### config.mk
export PLATFORM = sky130hd
export DESIGN_NAME = uart_frame_loader
export DESIGN_NICKNAME = d
export VERILOG_FILES = /design/src/rtl/uart_frame_pkg.sv /design/src/rtl/rx_byte_strobe.sv /design/src/rtl/uart_frame_loader.sv
export SDC_FILE = /design/constraint.sdc
export NUM_CORES = 1
export LEC_CHECK = 0
export CORE_MARGIN = 2
export CORE_UTILIZATION = 58
export CTS_BUF_LIST = sky130_fd_sc_hd__clkbuf_8
export CTS_CLUSTER_DIAMETER = 120
export DETAILED_ROUTE_END_ITERATION = 7
export PLACE_DENSITY_LB_ADDON = 0.25
export SLEW_MARGIN = 10
export SYNTH_ARGS = -nofsm -noshare
export SYNTH_HDL_FRONTEND = slang
export SYNTH_HIERARCHICAL = 1
export SYNTH_SLANG_ARGS = --single-unit
### constraint.sdc
create_clock -name i_clk -period 2.5 [get_ports i_clk]
set_input_delay 0.25 -clock i_clk [delete_from_list [all_inputs] [get_ports i_clk]]
set_output_delay 0.25 -clock i_clk [all_outputs]
set_load 0.05 [all_outputs]
### src/rtl/uart_frame_pkg.sv
// Shared types and defaults for the UART-to-LED-matrix frame loader.
package uart_frame_pkg;

  typedef enum logic [1:0] {
    HUNT0   = 2'd0,
    HUNT1   = 2'd1,
    PAYLOAD = 2'd2,
    CHECK   = 2'd3
  } state_e;

  // 32x32 pixels, 3 colour bytes each
  localparam int         FRAME_BYTES_DEF  = 32 * 32 * 3;
  localparam int         ADDR_W_DEF       = 12;
  localparam int         TIMEOUT_CLKS_DEF = 50000;
  localparam logic [7:0] SYNC0_DEF        = 8'hA5;
  localparam logic [7:0] SYNC1_DEF        = 8'h5A;

endpackage

### src/rtl/rx_byte_strobe.sv
// Turns the receiver's level-style done flag into a one-clock byte strobe and
// watches for an over-long gap between bytes while a frame is in progress.
module rx_byte_strobe #(
  parameter int TIMEOUT_CLKS = 50000
) (
  input  logic i_clk,
  input  logic rst_n,
  input  logic i_rx_done,
  input  logic i_count_en,
  output logic o_stb,
  output logic o_timeout
);

  localparam int CNT_W = (TIMEOUT_CLKS > 2) ? $clog2(TIMEOUT_CLKS) : 1;
  localparam logic [CNT_W-1:0] CNT_LAST = CNT_W'(TIMEOUT_CLKS - 1);

  logic             rx_done_q, rx_done_d;
  logic [CNT_W-1:0] cnt_q, cnt_d;

  assign rx_done_d = i_rx_done;
  assign o_stb     = i_rx_done & ~rx_done_q;
  // A byte arriving on the expiry clock still counts, so it suppresses the timeout.
  assign o_timeout = i_count_en & ~o_stb & (cnt_q == CNT_LAST);

  always_comb begin
    cnt_d = cnt_q;
    if (o_stb || !i_count_en || o_timeout) begin
      cnt_d = '0;
    end else begin
      cnt_d = cnt_q + 1'b1;
    end
  end

  always_ff @(posedge i_clk or negedge rst_n) begin
    if (!rst_n) begin
      rx_done_q <= 1'b0;
      cnt_q     <= '0;
    end else begin
      rx_done_q <= rx_done_d;
      cnt_q     <= cnt_d;
    end
  end

endmodule

### src/rtl/uart_frame_loader.sv
// Hunts a sync header in the UART byte stream, loads one image into the back
// buffer, verifies its checksum and swaps buffers on a display frame boundary.
module uart_frame_loader
  import uart_frame_pkg::*;
#(
  parameter int         FRAME_BYTES  = FRAME_BYTES_DEF,
  parameter int         ADDR_W       = ADDR_W_DEF,
  parameter int         TIMEOUT_CLKS = TIMEOUT_CLKS_DEF,
  parameter logic [7:0] SYNC0        = SYNC0_DEF,
  parameter logic [7:0] SYNC1        = SYNC1_DEF
) (
  input  logic              i_clk,
  input  logic              rst_n,
  input  logic [7:0]        i_rx_byte,
  input  logic              i_rx_done,
  input  logic              i_frame_start,
  output logic              o_wr_en,
  output logic [ADDR_W:0]   o_wr_addr,
  output logic [7:0]        o_wr_data,
  output logic              o_disp_buf,
  output logic              o_frame_done,
  output logic              o_frame_err,
  output logic [7:0]        o_err_cnt,
  output logic              o_busy
);

  localparam logic [ADDR_W-1:0] IDX_LAST = ADDR_W'(FRAME_BYTES - 1);

  logic stb, timeout;

  state_e            state_q, state_d;
  logic [ADDR_W-1:0] idx_q, idx_d;
  logic [7:0]        sum_q, sum_d;
  logic              swap_q, swap_d;
  logic              disp_q, disp_d;
  logic              wr_en_q, wr_en_d;
  logic [ADDR_W:0]   wr_addr_q, wr_addr_d;
  logic [7:0]        wr_data_q, wr_data_d;
  logic              done_q, done_d;
  logic              err_q, err_d;
  logic [7:0]        err_cnt_q, err_cnt_d;
  logic              busy_q, busy_d;

  rx_byte_strobe #(
    .TIMEOUT_CLKS(TIMEOUT_CLKS)
  ) u_strobe (
    .i_clk     (i_clk),
    .rst_n     (rst_n),
    .i_rx_done (i_rx_done),
    .i_count_en(state_q != HUNT0),
    .o_stb     (stb),
    .o_timeout (timeout)
  );

  always_comb begin
    state_d   = state_q;
    idx_d     = idx_q;
    sum_d     = sum_q;
    swap_d    = swap_q;
    disp_d    = disp_q;
    wr_en_d   = 1'b0;
    wr_addr_d = wr_addr_q;
    wr_data_d = wr_data_q;
    done_d    = 1'b0;
    err_d     = 1'b0;
    err_cnt_d = err_cnt_q;

    // Only a swap that was already pending before this clock may complete now.
    if (swap_q && i_frame_start) begin
      swap_d = 1'b0;
      disp_d = ~disp_q;
      done_d = 1'b1;
    end

    if (timeout) begin
      state_d = HUNT0;
      err_d   = 1'b1;
    end else if (stb && !swap_q) begin
      unique case (state_q)
        HUNT0: begin
          if (i_rx_byte == SYNC0) state_d = HUNT1;
        end
        HUNT1: begin
          if (i_rx_byte == SYNC1) begin
            state_d = PAYLOAD;
            idx_d   = '0;
            sum_d   = '0;
          end else if (i_rx_byte != SYNC0) begin
            state_d = HUNT0;
          end
        end
        PAYLOAD: begin
          wr_en_d   = 1'b1;
          wr_addr_d = {~disp_q, idx_q};
          wr_data_d = i_rx_byte;
          sum_d     = sum_q + i_rx_byte;
          if (idx_q == IDX_LAST) begin
            state_d = CHECK;
          end else begin
            idx_d = idx_q + 1'b1;
          end
        end
        CHECK: begin
          state_d = HUNT0;
          if (i_rx_byte == sum_q) swap_d = 1'b1;
          else                    err_d  = 1'b1;
        end
        default: state_d = HUNT0;
      endcase
    end

    if (err_d && (err_cnt_q != 8'hFF)) err_cnt_d = err_cnt_q + 1'b1;

    busy_d = (state_d == PAYLOAD) || (state_d == CHECK) || swap_d;
  end

  always_ff @(posedge i_clk or negedge rst_n) begin
    if (!rst_n) begin
      state_q   <= HUNT0;
      idx_q     <= '0;
      sum_q     <= '0;
      swap_q    <= 1'b0;
      disp_q    <= 1'b0;
      wr_en_q   <= 1'b0;
      wr_addr_q <= '0;
      wr_data_q <= '0;
      done_q    <= 1'b0;
      err_q     <= 1'b0;
      err_cnt_q <= '0;
      busy_q    <= 1'b0;
    end else begin
      state_q   <= state_d;
      idx_q     <= idx_d;
      sum_q     <= sum_d;
      swap_q    <= swap_d;
      disp_q    <= disp_d;
      wr_en_q   <= wr_en_d;
      wr_addr_q <= wr_addr_d;
      wr_data_q <= wr_data_d;
      done_q    <= done_d;
      err_q     <= err_d;
      err_cnt_q <= err_cnt_d;
      busy_q    <= busy_d;
    end
  end

  assign o_wr_en      = wr_en_q;
  assign o_wr_addr    = wr_addr_q;
  assign o_wr_data    = wr_data_q;
  assign o_disp_buf   = disp_q;
  assign o_frame_done = done_q;
  assign o_frame_err  = err_q;
  assign o_err_cnt    = err_cnt_q;
  assign o_busy       = busy_q;

endmodule

### After elaboration in Yosys (flattened, before gate mapping)

Cells that the tools add are included.

* flip-flop bits (word level): 74
* bits of input ports: 12
* output and inout bits: 34
* word-level logic and storage cells: 80

* add/subtract/negate cells: 4
* eq/ne operators: 14
* mux-type cells: 26
* bitwise operators: 7
* reductions and logical operators: 15

Operators with widths (number)
* two-way mux 12 bit: 2
* one-hot mux 12 bit (2 select lines): 1
* adder 16 x 1 -> 16 bit (second input constant): 1
* == test 16 bit (second input constant): 1
* two-way mux 16 bit: 1
* inequality test 8 bit (second input constant): 2
* one-hot mux 8 bit (2 select lines): 1
* two-way mux 1 bit: 13
* adder 12 x 1 -> 12 bit (second input constant): 1
* == test 12 bit (second input constant): 1
* two-way mux 2 bit: 6
* adder 8 x 1 -> 8 bit (second input constant): 1
* adder 8 bit: 1
* == test 2 bit (second input constant): 4
* == test 8 x 7 -> 1 bit (second input constant): 1
* == test 8 bit: 1
* == test 8 bit (second input constant): 1
* two-way mux 8 bit: 1
* one-hot mux 2 bit (4 select lines): 1
* AND reduction 5 bit: 1
* logical OR 1 bit: 4
* inequality test 2 bit (second input constant): 2
* inverter 1 bit: 4
* AND reduction 4 bit: 1
* other kinds (7): 13

### Depth between registers and ports, before layout

Gate-level depths: netlist of run 1.

* depth after elaboration: 9
* depth in mapped cells: 11
* depth with buffers taken out: 10

### By module

The synthesis of run 1 kept the hierarchy.

By module, submodules not included
* uart_frame_loader: instances 1, cells an instance 317, area an instance 2994.1 µm², seq. area each 1426.4 µm²
* rx_byte_strobe: instances 1, cells an instance 84, area an instance 885.8 µm², seq. area each 425.4 µm²

### Worst setup path after synthesis of run 1

No wires, ideal clock.

* path type: reg-to-reg
* start point: register sum_q[2]
* end point: register err_cnt_q[7], in the netlist o_err_cnt[7]
* library setup time: 0.128 ns
* arrival time: 2.050 ns
* required time: 2.372 ns
* setup slack: 0.323 ns
* cell stages (with the launch flop): 7
* buffers on the path: 0
* period minus slack after synthesis: 2.177 ns
* cell sequence: dfrtp_1 > ha_1 > or4_4 > o311ai_4 > nand2_2 > nand4_1 > mux2_1

* word-level cells in the longest chain between the ends: 6

Ends and longest elaborated chain
* start: declaration: line uart_frame_loader.sv:33 `logic [7:0] sum_q, sum_d;`
* start signal: assignment: line uart_frame_loader.sv:134 `sum_q <= sum_d;`
* == test 8 bit: line uart_frame_loader.sv:105 `if (i_rx_byte == sum_q) swap_d = 1'b1;`
* two-way mux 1 bit: line uart_frame_loader.sv:105
* two-way mux 1 bit: line uart_frame_loader.sv:79 `unique case (state_q)`
* two-way mux 1 bit: line uart_frame_loader.sv:78 `end else if (stb && !swap_q) begin`
* two-way mux 1 bit: line uart_frame_loader.sv:75 `if (timeout) begin`
* via err_d: line uart_frame_loader.sv:40 `logic err_q, err_d;`
* logical AND 1 bit: line uart_frame_loader.sv:112 `if (err_d && (err_cnt_q != 8'hFF)) err_cnt_d = err_cnt_q + 1'b1;`
* end signal: assignment: line uart_frame_loader.sv:142 `err_cnt_q <= err_cnt_d;`
* end: declaration: line uart_frame_loader.sv:41 `logic [7:0] err_cnt_q, err_cnt_d;`

The timed path passes the listed nets, and every way through them passes these cells.
A chain may end at the register's enable or synchronous reset.

### Worst setup path in the final report of run 1

* start point: register u_strobe.cnt_q[0]
* end point: register idx_q[3]

* word-level cells in the longest chain between the ends: 4

Ends and longest elaborated chain
* start: declaration: line rx_byte_strobe.sv:18 `logic [CNT_W-1:0] cnt_q, cnt_d;`
* start signal: assignment: line rx_byte_strobe.sv:40 `cnt_q <= cnt_d;`
* == test 16 bit: line rx_byte_strobe.sv:23 `assign o_timeout = i_count_en & ~o_stb & (cnt_q == CNT_LAST);`
* bitwise AND 1 bit: line rx_byte_strobe.sv:23
* via timeout: line uart_frame_loader.sv:29 `logic stb, timeout;`
* inverter 1 bit (no source line)
* AND reduction 5 bit (no source line)
* end signal: assignment: line uart_frame_loader.sv:133 `idx_q <= idx_d;`
* end: declaration: line uart_frame_loader.sv:32 `logic [ADDR_W-1:0] idx_q, idx_d;`

The timed path passes the listed nets, and every way through them passes these cells.

==> results of run 1 <==
-- critical path, cell delays in order (launching register included) --
cell	delay, ps
dfrtp_1	420
ha_1	250
and3_1	230
nand4_1	160
nor2_1	70
nor2_1	250
and3_1	220
buf_4	190
nand3_1	120
o31ai_1	250
-- power breakdown --
part | internal [mW] | switching (mW)
combinational | 0.536 | 0.921
sequential | 1.38 | 0.147
clock | 0.663 | 0.452
-- cells in the mapped netlist (5+ instances only) --
library cell	instances
nand2_1	86
dfrtp_1	74
nor2_1	26
nand3_1	18
ha_1	15
o21ai_0	15
a21oi_1	14
inv_1	13
xnor2_1	13
xor2_1	9
clkbuf_1	8
and3_1	7
nand4_1	7
nand2b_1	6
nor3_1	6
o31ai_1	6
a31oi_1	5
and2_1	5
-- timing repair --
| item | CTS | global route |
|---|---|---|
| setup buffers | 0 | 0 |
| hold endpoints to repair | 27 | 0 |
| hold buffers | 1 | 0 |
| endpoints found under the setup margin | 0 | 2 |
| gates resized for setup | 0 | 1 |
-- flip-flops by register name, indices dropped and copies added (netlist names) --
register and flops:
u_strobe/rx_done_q 1, idx_q 12, o_err_cnt 8, swap_q 1, o_frame_err 1, o_frame_done 1
u_strobe/cnt_q 16, o_wr_en 1, sum_q 8, state_q 2, o_wr_addr 13, o_disp_buf 1
o_busy 1, o_wr_data 8
-- cells in the final DEF (no fill, tap or decap), types with 3 or more instances in the layout --
master / synthesis / final
a211oi_1: 4 / 4
buf_4: 0 / 20
o21ai_1: 4 / 4
nand2_1: 86 / 86
nor2b_1: 4 / 4
clkbuf_8: 0 / 9
nor2_1: 26 / 26
nand2b_1: 6 / 6
and2_1: 5 / 5
nand4bb_1: 4 / 4
bufinv_16: 0 / 3
nor4_2: 4 / 4
nand4_1: 7 / 7
a31oi_1: 5 / 5
dfrtp_1: 74 / 74
nor3_1: 6 / 6
clkdlybuf4s50_1: 0 / 44
inv_1: 13 / 12
xnor2_1: 13 / 13
and3_1: 7 / 7
o31ai_1: 6 / 6
ha_1: 15 / 15
a21oi_1: 14 / 14
nand3_1: 18 / 18
o21ai_0: 15 / 15
xor2_1: 9 / 9
-- stage by stage --
step / TNS, ps / util / cell area (sq um)
final: 0 / 0.745 / 4790
after global routing: 0 / 0.745 / 4790
after CTS: 0 / 0.745 / 4780
after detailed placement: -79.9 / 0.706 / 4540
after global placement: -31.8 / 0.706 / 4540
after floorplan: 0 / - / 3880
-- worst paths after layout --
check	end	slack [ps]
worst max-delay path	idx_q[3]	220
worst min-delay path	u_strobe/rx_done_q	390
worst max register to register	idx_q[3]	220
worst min register to register	o_wr_addr[6]	470
max in group asynchronous	idx_q[0]	1360
min in group asynchronous	u_strobe/cnt_q[12]	470
-- cells by family after synthesis --
kind of cell,synth area share
AOI/OAI and AO/OA,0.122
xor gates and xnor gates,0.0497
adders and majority gates,0.0535
buffers and inverters,0.0271
DFF,0.477
muxes,0.00935
and+or+nand+nor,0.262
-- area by class of cell --
class	instances	area [sq um]	share of cell area
Tap cell	77	96.3	0.0201
Timing Repair Buffer	67	626	0.131
Inverter	13	52.6	0.0110
Sequential cell	74	1850	0.387
Clock buffer	9	124	0.0259
Multi-Input combinational cell	302	1920	0.402
Clock inverter	6	113	0.0235
-- per-layer routing --
metal,vias up,part of all wire
met3,21,0.047
met4,0,0.025
li1,1539,-
met1,1584,0.45
met2,111,0.48
met5,-,0
==> results.yml, run 1 <==
logic_synthesis:
  synth_area_sq_um: 3880
  ys.flop_type: "dfrtp_1"
  ys_types: 64
  synth_edf_count: 0
  synth.largest_area_cell: "dfrtp_1"
  synth_top_area_frac: 0.477
  synthArstFlopShare: 1.00
  avgSynthCellArea_sq_um: 9.68
  synth_nets: 429
  synth_area_leaders: "dfrtp_1, nand2_1, ha_1"
  yosys_warnings: 6
  seq_area_frac_synth: 0.477
  synthCells: 401
  ys_ff_latch: 74
floorplan:
  die_x_microns: 85.8
  die_h_microns: 85.8
  ios: 46
  rows: 29
  dieArea_sq_um: 7360
  start_util: 0.604
  fp.coreArea_sq_um: 6420
timing:
  fmax_mhz: 439
  rsz0062_at_grt: "no"
  finalSetupViolCount: 0
  finalClockSkew_ps: 6.81
  finalCritPeriodShare: 0.911
  worst_slack_ps: 224
  timing.hold.ws_ps: 392
  slew_violations: 0
  worstMarginPinSlew_ps: 670
  hold_violations: 0
  relSlewSlack: 0.553
  period_needed_ps: 2280
hold_path:
  hp-class: "in2reg"
  min_from: "i_rx_done"
  hold_depth: 1
placed_design:
  place_hpwl_microns: 6360
  numPortBuffers: 45
  pre_cts_ws_ps: -48.8
  gp_congestion: 0.953
  dp.cells: 532
drt:
  drtPass1Iterations: 6
  wl_per_cell_microns: 16.6
  antenna_left: 0
  drc: 3
  viasPerCell: 5.94
  vias: 3255
  dr.first_iter.drc_count: 236
  drt-total-wl_microns: 9090
power_and_ir_drop:
  p_per_area_nw_per_um2: 857
  p_leak_nw: 2.16
  vdd_drop_max_mv: 0.530
  totalPowerFinal_mw: 4.10
status:
  violations: "DRC"
  outcome: "complete, but fails checks"
critical_path:
  reg2reg_depth: 9
  crit_start: "u_strobe/cnt_q[0]"
  path_max_fanout: 11
  crit_type: "reg2reg"
  endpoint_kind: "flop"
  worstPathRequired_ps: 2740
  startpoint_type: "flop"
  r2r-start: "u_strobe/cnt_q[0]"
  cp.arrival_ps: 2520
finish:
  insertedDiodeCount: 0
  drive_above_1_share: 0.119
  fill_cells: 456
  area_delta_synth_final_pct: 23.3
  stdcell_count: 548
  layout.nets: 495
global_routing:
  grt_pass1_wl_microns: 15200
  use_met2: 0.427
  antenna_found_initial: 0
  use_met1: 0.358
  globalRouteMet3Util: 0.0366
  top_usage_layer: "met2"
  grt_usage: 0.263
  grt_pass1_vias: 3132
  gr-total-overflow: 0
  grt_max_degree: 48
clock_network:
  cts_tree: "built"
  h-tree-depth: 3
  clock_latency_ps: 340
  cts_root_buf: "clkbuf_8"
  cts_made_buffers: 9
  cts_max_path_buffers: 2
  clk_pin_slew_worst_paths_ps: 80
  cts_num_sinks: 74
run:
  maxCapViolCount: 0
Power figures use the tool's default switching activity.
==> run 2, diff against run 1 <==
Settings changed: CORE_UTILIZATION 58 to 62.
Clock period 2.5 ns to 2.9 ns, I/O delays scaled along.
==> run 2 against run 1 <==
Against the previous run: the flow now finishes without violations; global-route usage decreased by 0.53 points; core utilization up 2.5 points; count of clock-buffer cells in the layout stayed put; register-to-register slack improved by 280 ps; wire length fell by 8.2%; combinational power down 17%; first-iteration DRC count shrank 13%; setup slack improved by 280 ps; sequential share of layout area rose by 1.4 points; non-clock buffer count is 16 lower; clock skew about the same; critical path type unchanged; critical endpoint is now idx_q[10].
==> results.yml, run 2 (synthesis results as in run 1) <==
finish:
  largest_reg_flops: 16
  drive_above_1_share: 0.0899
  final_common_cell: "nand2_1"
  top_register: "u_strobe/cnt_q"
  layout.nets: 479
  area_delta_synth_final_pct: 18.9
  final_cell_area_sq_um: 4610
  final_cell_mix: "nand2_1, dfrtp_1, clkdlybuf4s50_1"
  insertedDiodeCount: 0
  fill_cells: 426
drt:
  dr.first_iter.drc_count: 205
  drc: 0
  antenna_left: 0
  viasPerCell: 5.83
  vias: 3096
  wl_per_cell_microns: 15.7
  drt-total-wl_microns: 8340
  drtPass1Iterations: 4
power_and_ir_drop:
  power_switching_mw: 1.30
  p_leak_nw: 2.07
  internal-power_mw: 2.01
  swShare: 0.393
  clkPwrFrac: 0.238
  vdd_drop_max_mv: 0.488
  p_comb_frac: 0.365
  p_per_area_nw_per_um2: 717
  p_seq_frac: 0.397
timing:
  fin_tns_setup_ps: 0
  relSlewSlack: 0.472
  period_needed_ps: 2400
  worstMarginPinSlew_ps: 793
  slew_violations: 0
  finalCritPeriodShare: 0.828
  finalClockSkew_ps: 6.85
  hold_violations: 0
  finalSetupViolCount: 0
  rsz0062_at_grt: "no"
  fmax_mhz: 417
critical_path:
  worstPathRequired_ps: 3140
  r2r_slack_ps: 500
  cp.arrival_ps: 2640
  r2r-start: "u_strobe/cnt_q[0]"
  r2r-end: "idx_q[10]"
  path_max_fanout: 7
  endpoint_kind: "flop"
  crit_type: "reg2reg"
  startpoint_type: "flop"
  reg2reg_depth: 8
global_routing:
  grt_max_degree: 42
  top_usage_layer: "met2"
  use_met1: 0.359
  gr-total-overflow: 0
  grt_pass1_wl_microns: 14400
  use_met2: 0.413
  grt_usage: 0.258
  antenna_found_initial: 0
  grt_pass1_vias: 3003
  globalRouteMet3Util: 0.0477
floorplan:
  die_x_microns: 83.1
  dieArea_sq_um: 6910
  rows: 28
  fp.coreArea_sq_um: 5990
  start_util: 0.648
  ios: 46
  die_h_microns: 83.1
clock_network:
  clock_latency_ps: 350
  cts_hold_buf: 0
  cts_resized: 0
  cts_made_buffers: 9
  cts_root_buf: "clkbuf_8"
  cts_setup_buffers: 0
  cts_num_sinks: 74
  cts_tree: "built"
  h-tree-depth: 3
  cts_max_path_buffers: 2
  clk_pin_slew_worst_paths_ps: 80
hold_path:
  hp-class: "in2async"
run:
  maxCapViolCount: 0
placed_design:
  numPortBuffers: 45
  postPlaceCellArea_sq_um: 4420
  gp_congestion: 0.897
  place_hpwl_microns: 6080
status:
  outcome: "complete, no violations"
## run 2: changes by cell type in the layout (fill, tap and decap cells not counted), sizes merged
cell	before	now
clkinvlp	1	2
clkinv	1	3
buf	22	7
bufinv	3	1
dlygate4sd3	1	0
## run 2: final cells by class
cell class	instances	area (sq um)	share of cell area
tap	75	93.8	0.0203
inverter	13	48.8	0.0106
clock buffer	9	124	0.0269
timing repair buffer	51	503	0.109
clock inverter	7	68.8	0.0149
sequential	74	1850	0.401
multi-input combinational	302	1920	0.417
## run 2: stage by stage
step           setup WS (ps)  hold WS (ps)   util  power (mW)  instances
6_report                 500          18.4  0.770        3.31        531
5_1_grt                  285          79.3  0.770        3.50        531
4_1_cts                  502          27.2  0.770        3.32        531
3_5_place_dp             200           412  0.738        2.53        515
2_1_floorplan            723         -5.59      -        2.16        401
3_3_place_gp             255           413  0.738        2.49        515
## run 2: routing by layer
metal	vias to the layer above	share of wire
met1	1510	0.45
met2	68	0.50
met4	0	0.011
met5	-	0
met3	9	0.038
li1	1509	-
## run 2: critical path: stages (launching register included)
cell and delay [ps]:
dfrtp_1 420, ha_1 240, and3_1 230, nand4_1 150, nor2_1 120, nor2_1 240, and3_1 340, nand2_1 240
o41ai_1 300
## run 2: how the worst max path moves through the flow
stage / startpoint / to / slack [ps] / cells past startpoint
after floorplan: sum_q[2] / o_err_cnt[7] / 720 / 6
after global placement: i_rx_byte[2] / o_err_cnt[7] / 250 / 7
after detailed placement: i_rx_byte[2] / o_err_cnt[7] / 200 / 7
after CTS: u_strobe/cnt_q[0] / idx_q[10] / 500 / 8
after global routing: u_strobe/cnt_q[0] / idx_q[3] / 290 / 9
final: u_strobe/cnt_q[0] / idx_q[10] / 500 / 8
## run 2: power groups by stage
stage          Clock, mW  Combinational, mW  Sequential (mW)
2_1_floorplan          0              0.552             1.61
3_3_place_gp           0               1.17             1.32
3_5_place_dp           0               1.20             1.33
4_1_cts            0.802               1.21             1.31
5_1_grt            0.847               1.32             1.33
6_report           0.787               1.21             1.31
